==> config.mk <==
export PLATFORM = sky130hd
export DESIGN_NAME = scaled_updown_counter_flat
export DESIGN_NICKNAME = d
export VERILOG_FILES = /design/src/rtl/scaled_updown_counter_if.sv /design/src/rtl/scaled_updown_counter.sv /design/src/flat_wrapper.sv
export SDC_FILE = /design/constraint.sdc
export NUM_CORES = 1
export LEC_CHECK = 0
export BUFFER_PORTS_ARGS = -buffer_cell sky130_fd_sc_hd__buf_4
export CAP_MARGIN = 20
export CORE_ASPECT_RATIO = 1.25
export CORE_MARGIN = 3
export CORE_UTILIZATION = 58
export CTS_CLUSTER_SIZE = 30
export DETAILED_ROUTE_END_ITERATION = 16
export PLACE_DENSITY = 0.9
export SKIP_CTS_REPAIR_TIMING = 1
export SYNTH_ARGS = -nofsm -noshare
export SYNTH_HDL_FRONTEND = slang
export SYNTH_SLANG_ARGS = --single-unit
==> constraint.sdc <==
create_clock -name clk -period 5.2 [get_ports clk]
set_input_delay 0.52 -clock clk [delete_from_list [all_inputs] [get_ports clk]]
set_output_delay 0.52 -clock clk [all_outputs]
set_load 0.05 [all_outputs]
==> src/rtl/scaled_updown_counter_if.sv <==
// Control/status bundle for scaled_updown_counter: the master drives the count
// controls, and the slave (the counter) returns the count and the timebase outputs.
interface scaled_updown_counter_if #(
    parameter int unsigned WIDTH = 15
) ();
    logic             en;
    logic             up_dn;
    logic             load;
    logic [WIDTH-1:0] load_val;
    logic [WIDTH-1:0] count;
    logic             div_out;
    logic             tick;
    logic             tc;

    modport master (
        output en, up_dn, load, load_val,
        input  count, div_out, tick, tc
    );

    modport slave (
        input  en, up_dn, load, load_val,
        output count, div_out, tick, tc
    );
endinterface

==> src/rtl/scaled_updown_counter.sv <==
// Prescaled up/down counter: a square-wave divided clock, plus a WIDTH-bit counter that steps on each div_out rise.
// Define UDC_SAT_EN to make the counter saturate at its limits instead of wrapping.
module scaled_updown_counter #(
    parameter int unsigned WIDTH    = 15,
    parameter int unsigned DIV_HALF = 32,
    parameter int unsigned PRE_W    = 7
) (
    input  logic                    clk,
    input  logic                    reset,
    scaled_updown_counter_if.slave  bus
);

    localparam int unsigned PRE_LAST = DIV_HALF - 1;
    localparam logic [WIDTH-1:0] CNT_MAX = '1;

    logic [PRE_W-1:0] pre_cnt_q, pre_cnt_d;
    logic             div_out_q, div_out_d;
    logic             tick_q,    tick_d;
    logic             tc_q,      tc_d;
    logic [WIDTH-1:0] count_q,   count_d;

    logic pre_last;
    logic step;

    assign pre_last = (pre_cnt_q == PRE_W'(PRE_LAST));
    // A step is the cycle in which div_out is about to rise.
    assign step     = pre_last && !div_out_q;

    always_comb begin
        pre_cnt_d = pre_cnt_q + PRE_W'(1);
        div_out_d = div_out_q;
        tick_d    = step;
        tc_d      = 1'b0;
        count_d   = count_q;

        if (pre_last) begin
            pre_cnt_d = '0;
            div_out_d = ~div_out_q;
        end

        // Load overrides any step and ignores en.
        if (bus.load) begin
            count_d = bus.load_val;
        end else if (step && bus.en) begin
            if (bus.up_dn) begin
                if (count_q == CNT_MAX) begin
                    tc_d = 1'b1;
`ifdef UDC_SAT_EN
                    count_d = CNT_MAX;
`else
                    count_d = '0;
`endif
                end else begin
                    count_d = count_q + WIDTH'(1);
                end
            end else begin
                if (count_q == '0) begin
                    tc_d = 1'b1;
`ifdef UDC_SAT_EN
                    count_d = '0;
`else
                    count_d = CNT_MAX;
`endif
                end else begin
                    count_d = count_q - WIDTH'(1);
                end
            end
        end
    end

    always_ff @(posedge clk) begin
        if (reset) begin
            pre_cnt_q <= '0;
            div_out_q <= 1'b0;
            tick_q    <= 1'b0;
            tc_q      <= 1'b0;
            count_q   <= '0;
        end else begin
            pre_cnt_q <= pre_cnt_d;
            div_out_q <= div_out_d;
            tick_q    <= tick_d;
            tc_q      <= tc_d;
            count_q   <= count_d;
        end
    end

    assign bus.count   = count_q;
    assign bus.div_out = div_out_q;
    assign bus.tick    = tick_q;
    assign bus.tc      = tc_q;

endmodule

==> src/flat_wrapper.sv <==
// flat-port wrapper written by rule: the top's interface ports become plain ports
module scaled_updown_counter_flat 
#(
    parameter int unsigned WIDTH    = 15,
    parameter int unsigned DIV_HALF = 32,
    parameter int unsigned PRE_W    = 7
)
  (clk, reset, bus_en, bus_up_dn, bus_load, bus_load_val, bus_count, bus_div_out, bus_tick, bus_tc);
  scaled_updown_counter_if #(.WIDTH(WIDTH)) bus_i ();
  input  logic clk;
  input  logic reset;
  input wire logic [$bits(bus_i.en)-1:0] bus_en;
  input wire logic [$bits(bus_i.up_dn)-1:0] bus_up_dn;
  input wire logic [$bits(bus_i.load)-1:0] bus_load;
  input wire logic [$bits(bus_i.load_val)-1:0] bus_load_val;
  output wire logic [$bits(bus_i.count)-1:0] bus_count;
  output wire logic [$bits(bus_i.div_out)-1:0] bus_div_out;
  output wire logic [$bits(bus_i.tick)-1:0] bus_tick;
  output wire logic [$bits(bus_i.tc)-1:0] bus_tc;
  assign bus_i.en = bus_en;
  assign bus_i.up_dn = bus_up_dn;
  assign bus_i.load = bus_load;
  assign bus_i.load_val = bus_load_val;
  assign bus_count = bus_i.count;
  assign bus_div_out = bus_i.div_out;
  assign bus_tick = bus_i.tick;
  assign bus_tc = bus_i.tc;
  scaled_updown_counter #(.WIDTH(WIDTH), .DIV_HALF(DIV_HALF), .PRE_W(PRE_W)) u_core (.clk(clk), .reset(reset), .bus(bus_i));
endmodule
=== After elaboration in Yosys (flattened, before gate mapping) ===
Index checks and enable logic that the tools add are counted.
W data, S select, Z words.

* Equality and inequality tests: 2
* Reductions and logical operators: 7
* $add $sub $neg: 3
* Muxes and demuxes: 8
* Magnitude comparators: 0
* $mul: 0
* Shifts and indexed selects: 0
* Bitwise operators: 2
* Divide/modulo/power cells: 0

{| class="wikitable"
|+ Operators by type and width
! kind !! count
|-
| $mux W15 || 5
|-
| $add A15 B1 Y15 const B || 1
|-
| $eq A15 B15 Y1 const B || 1
|-
| $logic_not A15 Y1 || 1
|-
| $sub A15 B1 Y15 const B || 1
|-
| $add A7 B1 Y7 const B || 1
|-
| $eq A7 B5 Y1 const B || 1
|-
| $mux W1 || 3
|-
| $reduce_or A3 Y1 || 1
|-
| $logic_and A1 B1 Y1 || 2
|-
| $not A1 Y1 || 2
|-
| $reduce_bool A2 Y1 || 1
|-
| $reduce_or A2 Y1 || 1
|-
| $logic_not A1 Y1 || 1
|}

* ROM bits: 0
* Bits of input ports: 20
* Word-level logic and storage cells: 27
* Output and inout bits: 18
* Latch bits: 0
* Memories: 0
* Flip-flop bits (word level): 25
* Memory bits (writable): 0

=== Depth between registers and ports, before layout ===
Gate-level depths: netlist (run 1).

* Word-level depth: 5
* Mapped depth: 8
* Mapped depth without buffers: 7

=== Worst setup path after synthesis (run 1) ===
OpenSTA, ideal clock, no wires.

* Kind: register to register
* From: reg u_core.count_q[0], in the netlist u_core.bus.count[0]
* To: reg u_core.count_q[3], in the netlist u_core.bus.count[3]
* Path buffers: 1
* Cell stages (with the launch flop): 9
* Library setup time: 139 ps
* Setup slack: 2897 ps
* Arrival: 2163 ps
* Period minus slack after synthesis: 2303 ps
* Data required time: 5061 ps
* Path through: dfxtp_1 -> clkbuf_1 -> inv_1 -> ha_1 -> nor4b_1 -> nand4_1 -> nand2_1 -> o41ai_1 -> a221oi_1

* Word-level cells in the longest chain between the ends: 5
* Elaborated cells between the ends (all ways): 9
* Classes of those cells: 2 x add/sub; 1 x eq/ne; 5 x mux; 1 x reduce/logical

{| class="wikitable"
|+ Ends and longest elaborated chain
! element !! line !! text
|-
| start, declared || scaled_updown_counter.sv:20 || <nowiki>logic [WIDTH-1:0] count_q, count_d;</nowiki>
|-
| start signal, assigned || scaled_updown_counter.sv:83 || <nowiki>count_q <= count_d;</nowiki>
|-
| $sub A15 B1 Y15 (tied with other cells) || scaled_updown_counter.sv:65 || <nowiki>count_d = count_q - WIDTH'(1);</nowiki>
|-
| $mux W15, on equally long branches || scaled_updown_counter.sv:57, scaled_updown_counter.sv:46 ||
|-
| $mux W15 * || scaled_updown_counter.sv:45 || <nowiki>if (bus.up_dn) begin</nowiki>
|-
| $mux W15 * || scaled_updown_counter.sv:44 || <nowiki>end else if (step && bus.en) begin</nowiki>
|-
| $mux W15 * || scaled_updown_counter.sv:42 || <nowiki>if (bus.load) begin</nowiki>
|}

Mark *: on every way between the ends. The rest lies on a longest branch, timed or not. The select of a mux whose other input is x is not followed.
A chain may end at the register's enable or synchronous reset.

=== Worst setup path after layout (run 1) ===
* From: reg u_core.count_q[5], in the netlist u_core.bus.count[5]
* To: reg u_core.count_q[3], in the netlist u_core.bus.count[3]

* Word-level cells in the longest chain between the ends: 5
* Elaborated cells between the ends (all ways): 7
* Classes of those cells: 1 x eq/ne; 5 x mux; 1 x reduce/logical

{| class="wikitable"
|+ Ends and longest elaborated chain
! element !! line
|-
| $eq A15 B15 Y1 or $logic_not A15 Y1 (tied branches) || scaled_updown_counter.sv:46, scaled_updown_counter.sv:57
|-
| $mux W15, on equally long branches || scaled_updown_counter.sv:46, scaled_updown_counter.sv:57
|-
| $mux W15 * || scaled_updown_counter.sv:45
|-
| $mux W15 * || scaled_updown_counter.sv:44
|-
| $mux W15 * || scaled_updown_counter.sv:42
|}

Marks and branches as above.

==> summary.md, run 1 <==
- **run status** complete, no violations
- **# H-tree levels** 1
- **Pwr per Cell Area** 229 nW/µm²
- **TritonCTS buffer count** 3
- **most repeated library cell on the critical path** o41ai_1
- **Floorplan Core Area** 2790 µm²
- **clock network power share** 0.193
- **most instantiated library cell after synthesis** dfxtp_1
- **first-pass GRT wire length** 8000 µm
- **number of vias per cell after detailed routing** 6.64
- **proportion of netlist area held by the largest area contributor** 0.283
- **count of cell types in the netlist** 53
- **sequential cell fraction of total power** 0.487
- **dominant cells by area after synthesis** dfxtp_1 28%, o21ai_0 4.5%, nor2_1 4.0%, nand4_1 3.9%, nand2_1 3.6%
- **post-synthesis instance total** 230
- **cell class contributing the biggest share of worst-path delay** compound AO/OA/AOI/OAI gates
- **DIE AREA** 3750 µm²
- **count of flip-flops with a built-in enable after synthesis** 0
- **maxcap violations** 0
- **combined buffer and inverter count along the critical path** 1
- **Leak Pwr** 0.753 nW
- **area overhead of the layout relative to synthesis** 15.0%
- **number of antenna diodes** 0
- **antenna violations before repair** 0
- **First DRT Iteration DRCs** 130
- **total number of clock tree sinks** 25
- **Yosys warning total** 0
- **final antenna-violating net count** 0
- **initial standard-cell utilization of the core** 0.634
- **switching power of the nets** 0.176 mW
- **largest net degree at the start of global routing** 24
- **Die Span Y** 67.7 µm
- **final weighted congestion in routability-driven placement** 0.962
- **summed instance area of the synthesized netlist** 1770 µm²
- **Synth Register Bits** 25
- **summed negative setup slack over all endpoints** 0 ns
- **number of ports placed on the die boundary** 38
- **Least-Margin Pin Slew** 0.708 ns
- **Max Root-Sink Buffers** 2
- **nets@finish** 279
- **FFs w/ async S/R, synth** 0
- **grt total ovfl** 0
- **Max stage delay on crit path** 0.73 ns
- **most frequent cells after synthesis** 25 x dfxtp_1, 19 x nor2_1, 17 x nand2_1
- **crit path max fanout** 13
- **min cycle time layout** 2.48 ns
- **total nets after synthesis** 254
- **switching share of total power** 0.379
- **detailed-routing iteration count for the pre-antenna-repair pass** 5
- **cell type contributing the most total cell area after synthesis** dfxtp_1
- **number of buffer cells added on primary ports** 37
- **vias in the first global route** 1738
- **proportion of power drawn by combinational gates** 0.321
- **unrepaired setup endpoints after global routing** false
- **share of final-layout standard cells stronger than drive strength 1** 0.205
- **buffer cell driving the clock tree root** clkbuf_4
- **wire length reported by the detailed router** 4870 µm
- **number of standard-cell rows in the floorplan** 21
- **headroom to the max-slew limit** 0.528
- **instance area at placement** 2000 µm²
- **half-perimeter wire length of the detailed placement result** 3460 µm
- **Top FF cell, synth** dfxtp_1
- **CP Cell Sequence** nand2_1 > o41ai_1 > buf_4 > nor3b_1 > o41ai_1 > a221oi_1
- **Peak VDD IR** 0.000214 V
- **clock skew** 0.00387 ns
- **Period Utilization, post-route** 0.477
- **detailed-route via count** 1913
- **critical setup path kind** reg2reg
- **worst skew pair latency** 0.32 ns
- **CP startpoint kind** flop
- **Final Hold Viols** 0
- **Die X-Extent** 55.4 µm
- **mean post-synth cell area** 7.68 µm²
- **CP Capture Type** flop
- **Final Max Tran Viols** 0
- **average wire length per cell after detail routing** 16.9 µm
- **highest achievable clock rate** 403 MHz
- **fraction of the yosys area taken by sequential cells** 0.283
- **cell internal pwr** 0.289 mW
- **tightest hold margin** 0.402 ns
- **Hold Path Class** in2reg
- **Global Route Usage Sum** 0.265
- **arrival time of the worst setup path** 2.69 ns
- **final non-filler cell area** 2030 µm²
- **Reg clk slew, reported paths** 0.14 ns
- **Req. time, crit path** 5.41 ns
- **detailed-route DRC error count** 0
- **clock tree from TritonCTS** done
- **slowest CP cell** o41ai_1
- **count of final setup violators** 0
metrics by stage:
stage	worst slack, ns	util	power, mW	instances
after global routing	2.45	0.730	0.487	288
after global placement	2.89	0.720	0.374	284
after floorplan	2.90	-	0.335	230
after detailed placement	2.78	0.720	0.376	284
after CTS	2.74	0.730	0.463	288
final	2.72	0.730	0.465	288
cell families (layout without fill, tap and decap cells):
kind of cell | count (synthesis) | after routing | share of synthesized area
buffers and inverters | 28 | 52 | 0.0722
flip-flops | 25 | 25 | 0.283
AND/OR/NAND/NOR | 105 | 105 | 0.335
XOR/XNOR | 8 | 8 | 0.0397
multiplexers | 1 | 1 | 0.00637
AO/OA/AOI/OAI | 59 | 59 | 0.235
adder cells (fa/ha/maj) | 4 | 4 | 0.0283
flip-flops by register name, indices dropped and copies added (netlist names):
name / count
u_core.bus.count: 15
u_core.bus.div_out: 1
u_core.bus.tc: 1
u_core.bus.tick: 1
u_core.pre_cnt_q: 7
power by group through the flow:
stage	Combinational, mW	Clock [mW]	Sequential, mW
global route	0.161	0.0970	0.229
detailed placement	0.146	0	0.229
CTS	0.148	0.0900	0.225
finish	0.149	0.0895	0.226
global placement	0.145	0	0.229
floorplan	0.0873	0	0.247
final timing paths:
| kind | from | endpoint | slack [ns] | cells after the start |
|---|---|---|---|---|
| max | u_core.bus.count[5] | u_core.bus.count[3] | 2.72 | 6 |
| min | bus_load | u_core.bus.tc | 0.40 | 2 |
| max reg2reg | u_core.bus.count[5] | u_core.bus.count[3] | 2.72 | 6 |
| min reg2reg | u_core.pre_cnt_q[0] | u_core.pre_cnt_q[0] | 0.46 | 1 |
final cells by class:
class / count / area (µm²)
Clock inverter: 1 / 5.00
Timing Repair Buffer: 38 / 285
Inverter: 10 / 37.5
Multi-Input combinational cell: 177 / 1140
Clock buffer: 3 / 22.5
Sequential cell: 25 / 500
Fill cell: 241 / 753
Tap cell: 34 / 42.5
layer usage:
metal,GRT usage,wire (µm),part of all wire,vias up
li1,-,-,-,913
met1,0.318,1990,0.41,888
met2,0.462,2390,0.49,98
met3,0.0402,388,0.080,14
met4,0.134,93,0.019,0
met5,0,0,0,-
cells in the final DEF, fill, tap and decap left out, types with 3 or more instances in the layout:
cell,n
buf_4,38
dfxtp_1,25
nor2_1,19
nand2_1,17
o21ai_0,16
nor3_1,11
nand4_1,11
inv_1,10
a21oi_1,8
nand3_1,7
xnor2_1,6
nor4_1,5
or3_1,5
and2_1,4
a221oi_1,4
o221ai_1,4
ha_1,4
nand2b_1,3
nor3b_1,3
o22ai_1,3
and3_1,3
a311oi_1,3
nor2b_1,3
a31oi_1,3
or4_1,3
clkbuf_4,3
Power figures use the tool's default switching activity.
==> run 2: changes to the inputs <==
--- a/config.mk
+++ b/config.mk
@@ -5,14 +5,15 @@
 export SDC_FILE = /design/constraint.sdc
 export NUM_CORES = 1
 export LEC_CHECK = 0
+export ABC_AREA = 1
 export BUFFER_PORTS_ARGS = -buffer_cell sky130_fd_sc_hd__buf_4
 export CAP_MARGIN = 20
 export CORE_ASPECT_RATIO = 1.25
 export CORE_MARGIN = 3
-export CORE_UTILIZATION = 58
+export CORE_UTILIZATION = 50
 export CTS_CLUSTER_SIZE = 30
 export DETAILED_ROUTE_END_ITERATION = 16
-export PLACE_DENSITY = 0.9
+export PLACE_DENSITY = 0.82
 export SKIP_CTS_REPAIR_TIMING = 1
 export SYNTH_ARGS = -nofsm -noshare
 export SYNTH_HDL_FRONTEND = slang
==> constraint.sdc (replaced) <==
create_clock -name clk -period 2.1 [get_ports clk]
set_input_delay 0.21 -clock clk [delete_from_list [all_inputs] [get_ports clk]]
set_output_delay 0.21 -clock clk [all_outputs]
set_load 0.05 [all_outputs]
==> run 2 against run 1 <==
Fmax up 33%. Clock skew about the same. Highest routed layer unchanged. Combinational power rose to 2.7 times the previous value. Critical path depth up 5. Worst hold slack worse by 0.25 ns. Sequential cell count unchanged. Setup slack worse by 2.5 ns. Clock power rose to 3.3 times the previous value. Largest cell class unchanged. First-iteration DRC count up 25%. Sequential share of layout area down 2.2 points. Die area up 26%. Area after synthesis up 11%.
==> summary.md, run 2 <==
- **clock skew** 0.00369 ns
- **most instantiated library cell after synthesis** nand2_1
- **commonest cells after routing, fill and taps aside** 69 x nand2_1, 40 x nor2_1, 38 x buf_4
- **Floorplan Core Area** 3630 µm²
- **worst skew pair latency** 0.27 ns
- **Period Utilization, post-route** 0.887
- **maxcap violations** 0
- **# H-tree levels** 1
- **Reg clk slew, reported paths** 0.09 ns
- **Die X-Extent** 62.0 µm
- **detailed-route DRC error count** 0
- **summed instance area of the synthesized netlist** 1960 µm²
- **Hold Path Class** in2reg
- **detailed-routing iteration count for the pre-antenna-repair pass** 4
- **number of ports placed on the die boundary** 38
- **post-placement worst setup slack** 0.279 ns
- **DIE AREA** 4710 µm²
- **number of antenna diodes** 0
- **detailed-route via count** 2084
- **cell internal pwr** 0.774 mW
- **crit path max fanout** 7
- **initial standard-cell utilization of the core** 0.539
- **dominant cells by area after synthesis** dfxtp_1 26%, nand2_1 13%, nor2_1 7.7%, nand3_1 6.4%, a21oi_1 5.6%
- **final non-filler cell area** 2230 µm²
- **Final Core Density** 0.614
- **Max stage delay on crit path** 0.45 ns
- **post-layout power** 1.25 mW
- **area overhead of the layout relative to synthesis** 13.9%
- **largest net degree at the start of global routing** 18
- **critical setup path kind** reg2reg
- **Global Route Usage Sum** 0.237
- **final weighted congestion in routability-driven placement** 0.932
- **post-synthesis instance total** 294
- **Pwr per Cell Area** 560 nW/µm²
- **Top FF cell, synth** dfxtp_1
- **antenna violations before repair** 0
- **fraction of the yosys area taken by sequential cells** 0.255
- **proportion of power drawn by combinational gates** 0.318
- **Max Root-Sink Buffers** 2
- **number of buffer cells added on primary ports** 37
- **number of standard-cell rows in the floorplan** 24
- **count of flip-flops with a built-in enable after synthesis** 0
- **clock network power share** 0.239
- **highest achievable clock rate** 537 MHz
- **final antenna-violating net count** 0
- **Die Span Y** 76.0 µm
- **min cycle time layout** 1.86 ns
- **switching share of total power** 0.381
- **most common library cell in the layout ignoring fill and taps** nand2_1
- **slowest CP cell** dfxtp_1
- **CP startpoint kind** flop
- **Req. time, crit path** 2.28 ns
- **number of vias per cell after detailed routing** 5.51
- **count of final setup violators** 0
- **clock tree from TritonCTS** done
- **share of final-layout standard cells stronger than drive strength 1** 0.196
- **CP Cell Sequence** inv_1 > ha_1 > nand2_4 > nor2_4 > nand3_2 > nor2_2 > nor2_2 > nand2_1 > nand3b_1 > nand2_1 > inv_1
- **average wire length per cell after detail routing** 13.8 µm
- **hold path startpoint** reset
- **count of cell types in the netlist** 30
- **Synth Register Bits** 25
- **sequential cell fraction of total power** 0.443
- **headroom to the max-slew limit** 0.683
- **total nets after synthesis** 318
- **Final Max Tran Viols** 0
- **unrepaired setup endpoints after global routing** false
- **half-perimeter wire length of the detailed placement result** 3790 µm
- **total number of clock tree sinks** 25
- **TritonCTS buffer count** 3
- **startpoint of the most critical setup path** u_core.bus.count[0]
- **mean post-synth cell area** 6.66 µm²
- **buffer cell driving the clock tree root** clkbuf_8
- **max FFs per register** 15
- **FFs w/ async S/R, synth** 0
- **CP Capture Type** flop
- **Yosys warning total** 0
- **Worst Slack Setup Final** 0.236 ns
- **Peak VDD IR** 0.000329 V
- **First DRT Iteration DRCs** 162
- **startpoint of the worst register-to-register path** u_core.bus.count[0]
- **summed negative setup slack over all endpoints** 0 ns
- **vias in the first global route** 1994
- **nets@finish** 351
- **Least-Margin Pin Slew** 0.476 ns
- **run status** complete, no violations
- **proportion of netlist area held by the largest area contributor** 0.255
- **cell type contributing the most total cell area after synthesis** dfxtp_1
- **arrival time of the worst setup path** 2.04 ns
- **most frequent cells after synthesis** 69 x nand2_1, 40 x nor2_1, 26 x inv_1
- **Leak Pwr** 0.982 nW
- **first-pass GRT wire length** 8830 µm
- **Final Hold Viols** 0
- **wire length reported by the detailed router** 5230 µm
- **switching power of the nets** 0.475 mW
- **instance area at placement** 2190 µm²
- **grt total ovfl** 0
==> run 2: cell types whose count changed after synthesis, moves of 10 or more <==
cell	previous run	this run
a21oi_1	8	22
nand2_1	17	69
inv_1	10	26
clkbuf_1	10	0
nand3_1	7	25
nor2_1	19	40
==> run 2: area by class of cell <==
type / count / area [µm²]
Fill cell: 370 / 1400
Multi-Input combinational cell: 230 / 1230
Sequential cell: 25 / 500
Timing Repair Buffer: 38 / 285
Inverter: 29 / 109
Tap cell: 52 / 65.1
Clock buffer: 4 / 45.0
==> run 2: metal layers <==
layer,track usage,share of wire
met1,0.312,0.41
met2,0.370,0.48
met3,0.0373,0.080
met4,0.102,0.029
met5,0,0
==> run 2: final timing paths <==
path | slack [ns] | cells after the start | end
min | 0.15 | 2 | u_core.bus.count[4]
max | 0.24 | 11 | u_core.bus.count[11]
min reg2reg | 0.46 | 1 | u_core.pre_cnt_q[0]
max reg2reg | 0.24 | 11 | u_core.bus.count[11]
==> run 2: cell families (layout without fill, tap and decap cells) <==
family,after synthesis,count (layout),synth area share
AND/OR/NAND/NOR,165,165,0.405
AO/OA/AOI/OAI,52,52,0.156
buffers and inverters,39,71,0.118
flip-flops,25,25,0.255
XOR/XNOR,9,9,0.0402
adder cells (fa/ha/maj),4,4,0.0255
==> run 2: metrics by stage <==
stage | cells | hold WS [ns]
floorplan | 294 | 0.279
global placement | 374 | 0.430
detailed placement | 374 | 0.442
CTS | 378 | 0.149
global route | 378 | 0.151
finish | 378 | 0.147
==> run 2: worst max-delay path, delay by kind of cell (launching register included) <==
| kind | cells | cell delay [ns] |
|---|---|---|
| buffers and inverters | 2 | 0.23 |
| adder cells (fa/ha/maj) | 1 | 0.30 |
| AND/OR/NAND/NOR | 8 | 0.79 |
| flip-flops | 1 | 0.45 |
==> run 2: power by group through the flow <==
stage          logic, mW  clock network, mW  registers [mW]
4_1_cts            0.395              0.304           0.552
3_5_place_dp       0.392                  0           0.563
3_3_place_gp       0.388                  0           0.562
6_report           0.397              0.298           0.553
2_1_floorplan      0.241                  0           0.614
5_1_grt            0.438              0.327           0.559
==> run 3: changes to the inputs <==
--- a/config.mk
+++ b/config.mk
@@ -13,6 +13,7 @@
 export CORE_UTILIZATION = 50
 export CTS_CLUSTER_SIZE = 30
 export DETAILED_ROUTE_END_ITERATION = 16
+export MAX_ROUTING_LAYER = met4
 export PLACE_DENSITY = 0.82
 export SKIP_CTS_REPAIR_TIMING = 1
 export SYNTH_ARGS = -nofsm -noshare
==> run 3 against run 2 <==
Clock skew up 0.0022 ns. Via count up 0.38%. Total power up 0.26%. Critical endpoint unchanged. Sequential power about the same. Fmax down 0.77%. Critical path type unchanged. Largest power group unchanged. First-iteration DRC count down 4.3%. Routed wire length up 0.19%.
==> summary.md, run 3 (synthesis gave the netlist of run 2 again) <==
- **run status** complete, no violations
- **min cycle time layout** 1.88 ns
- **slowest CP cell** dfxtp_1
- **Period Utilization, post-route** 0.894
- **max FFs per register** 15
- **final antenna-violating net count** 0
- **post-layout power** 1.25 mW
- **detailed-route DRC error count** 0
- **sequential standard cell area** 500 µm²
- **vias in the first global route** 1994
- **length in cells of the worst reg-to-reg path** 11
- **DIE AREA** 4710 µm²
- **Die Span Y** 76.0 µm
- **antenna violations before repair** 0
- **hold path startpoint** reset
- **Final Hold Viols** 0
- **TritonCTS buffer count** 3
- **total number of clock tree sinks** 25
- **clock tree from TritonCTS** done
- **Floorplan Core Area** 3630 µm²
- **CP Cell Sequence** inv_1 > ha_1 > nand2_4 > nor2_4 > nand3_2 > nor2_2 > nor2_2 > nand2_1 > nand3b_1 > nand2_1 > inv_1
- **# H-tree levels** 1
- **non-filler instance count after layout** 378
- **Leak Pwr** 0.982 nW
- **Global Route Usage Sum** 0.243
- **arrival time of the worst setup path** 2.06 ns
- **count of final setup violators** 0
- **Max stage delay on crit path** 0.46 ns
- **Reg clk slew, reported paths** 0.10 ns
- **final-layout fill cell count** 370
- **largest net degree at the start of global routing** 18
- **number of standard-cell rows in the floorplan** 24
- **final weighted congestion in routability-driven placement** 0.948
- **number of cells after detailed placement** 374
- **number of stages on the worst hold path** 2
- **worst skew pair latency** 0.27 ns
- **average wire length per cell after detail routing** 13.9 µm
- **CP startpoint kind** flop
- **commonest cells after routing, fill and taps aside** 69 x nand2_1, 40 x nor2_1, 38 x buf_4
- **number of ports placed on the die boundary** 38
- **Hold Path Class** in2reg
- **Final Core Density** 0.614
- **Max Root-Sink Buffers** 2
- **First DRT Iteration DRCs** 155
- **area overhead of the layout relative to synthesis** 13.9%
- **Final Max Tran Viols** 0
- **CP Capture Type** flop
- **startpoint of the worst register-to-register path** u_core.bus.count[0]
- **unrepaired setup endpoints after global routing** false
- **Die X-Extent** 62.0 µm
- **critical setup path kind** reg2reg
- **detailed-routing iteration count for the pre-antenna-repair pass** 6
- **Peak VDD IR** 0.000329 V
- **wire length reported by the detailed router** 5240 µm
- **nets@finish** 351
- **summed negative setup slack over all endpoints** 0 ns
- **tightest hold margin** 0.147 ns
- **maxcap violations** 0
- **area occupied by multi-input gates** 1230 µm²
- **number of buffer cells added on primary ports** 37
- **Pwr per Cell Area** 561 nW/µm²
- **clock skew** 0.00587 ns
- **number of antenna diodes** 0
- **detailed-route via count** 2092
- **share of final-layout standard cells stronger than drive strength 1** 0.196
- **crit path max fanout** 7
- **buffer cell driving the clock tree root** clkbuf_8
- **initial standard-cell utilization of the core** 0.539
- **headroom to the max-slew limit** 0.678
- **most common library cell in the layout ignoring fill and taps** nand2_1
- **grt total ovfl** 0
- **startpoint of the most critical setup path** u_core.bus.count[0]
- **first-pass GRT wire length** 8820 µm
- **number of vias per cell after detailed routing** 5.53
- **half-perimeter wire length of the detailed placement result** 3790 µm
- **Least-Margin Pin Slew** 0.483 ns
- **Req. time, crit path** 2.28 ns
- **highest achievable clock rate** 532 MHz
[run 3: report_power, final]
part / internal (mW) / total (mW) / switching, mW / leakage (nW)
Sequential: 0.500 / 0.553 / 0.0535 / 0.205
Clock: 0.136 / 0.301 / 0.165 / 0.0228
Combinational: 0.138 / 0.398 / 0.260 / 0.754
Total: 0.774 / 1.25 / 0.479 / 0.982
[run 3: area by class of cell]
type	instances	share of cell area
flip-flops and latches	25	0.224
clock buffers	4	0.0202
repair buffers	38	0.128
multi-input cells	230	0.550
well taps	52	0.0291
inverters	29	0.0488
[run 3: metrics by stage]
step	cell area [µm²]	worst slack, ns
2_1_floorplan	1960	0.122
3_3_place_gp	2190	0.280
3_5_place_dp	2190	0.279
4_1_cts	2230	0.257
5_1_grt	2230	0.0980
6_report	2230	0.222
[run 3: worst paths after layout]
path                                to  slack [ns]
hold / removal     u_core.bus.count[4]        0.15
hold reg to reg    u_core.pre_cnt_q[0]        0.46
setup / recovery  u_core.bus.count[11]        0.22
setup reg to reg  u_core.bus.count[11]        0.22
[run 3: worst max-delay path: cells and delay by family (launching register included)]
family                   cells  cell delay [ns]
adder cells (fa/ha/maj)      1             0.30
buffers and inverters        2             0.24
flip-flops                   1             0.46
AND/OR/NAND/NOR              8             0.79
[run 3: metal layers]
layer | track usage | vias to the layer above | wire length (µm)
met3 | 0.0339 | 19 | 377
li1 | - | 1035 | -
met4 | 0.102 | 0 | 183
met1 | 0.310 | 943 | 2160
met5 | - | - | 0
met2 | 0.372 | 95 | 2520
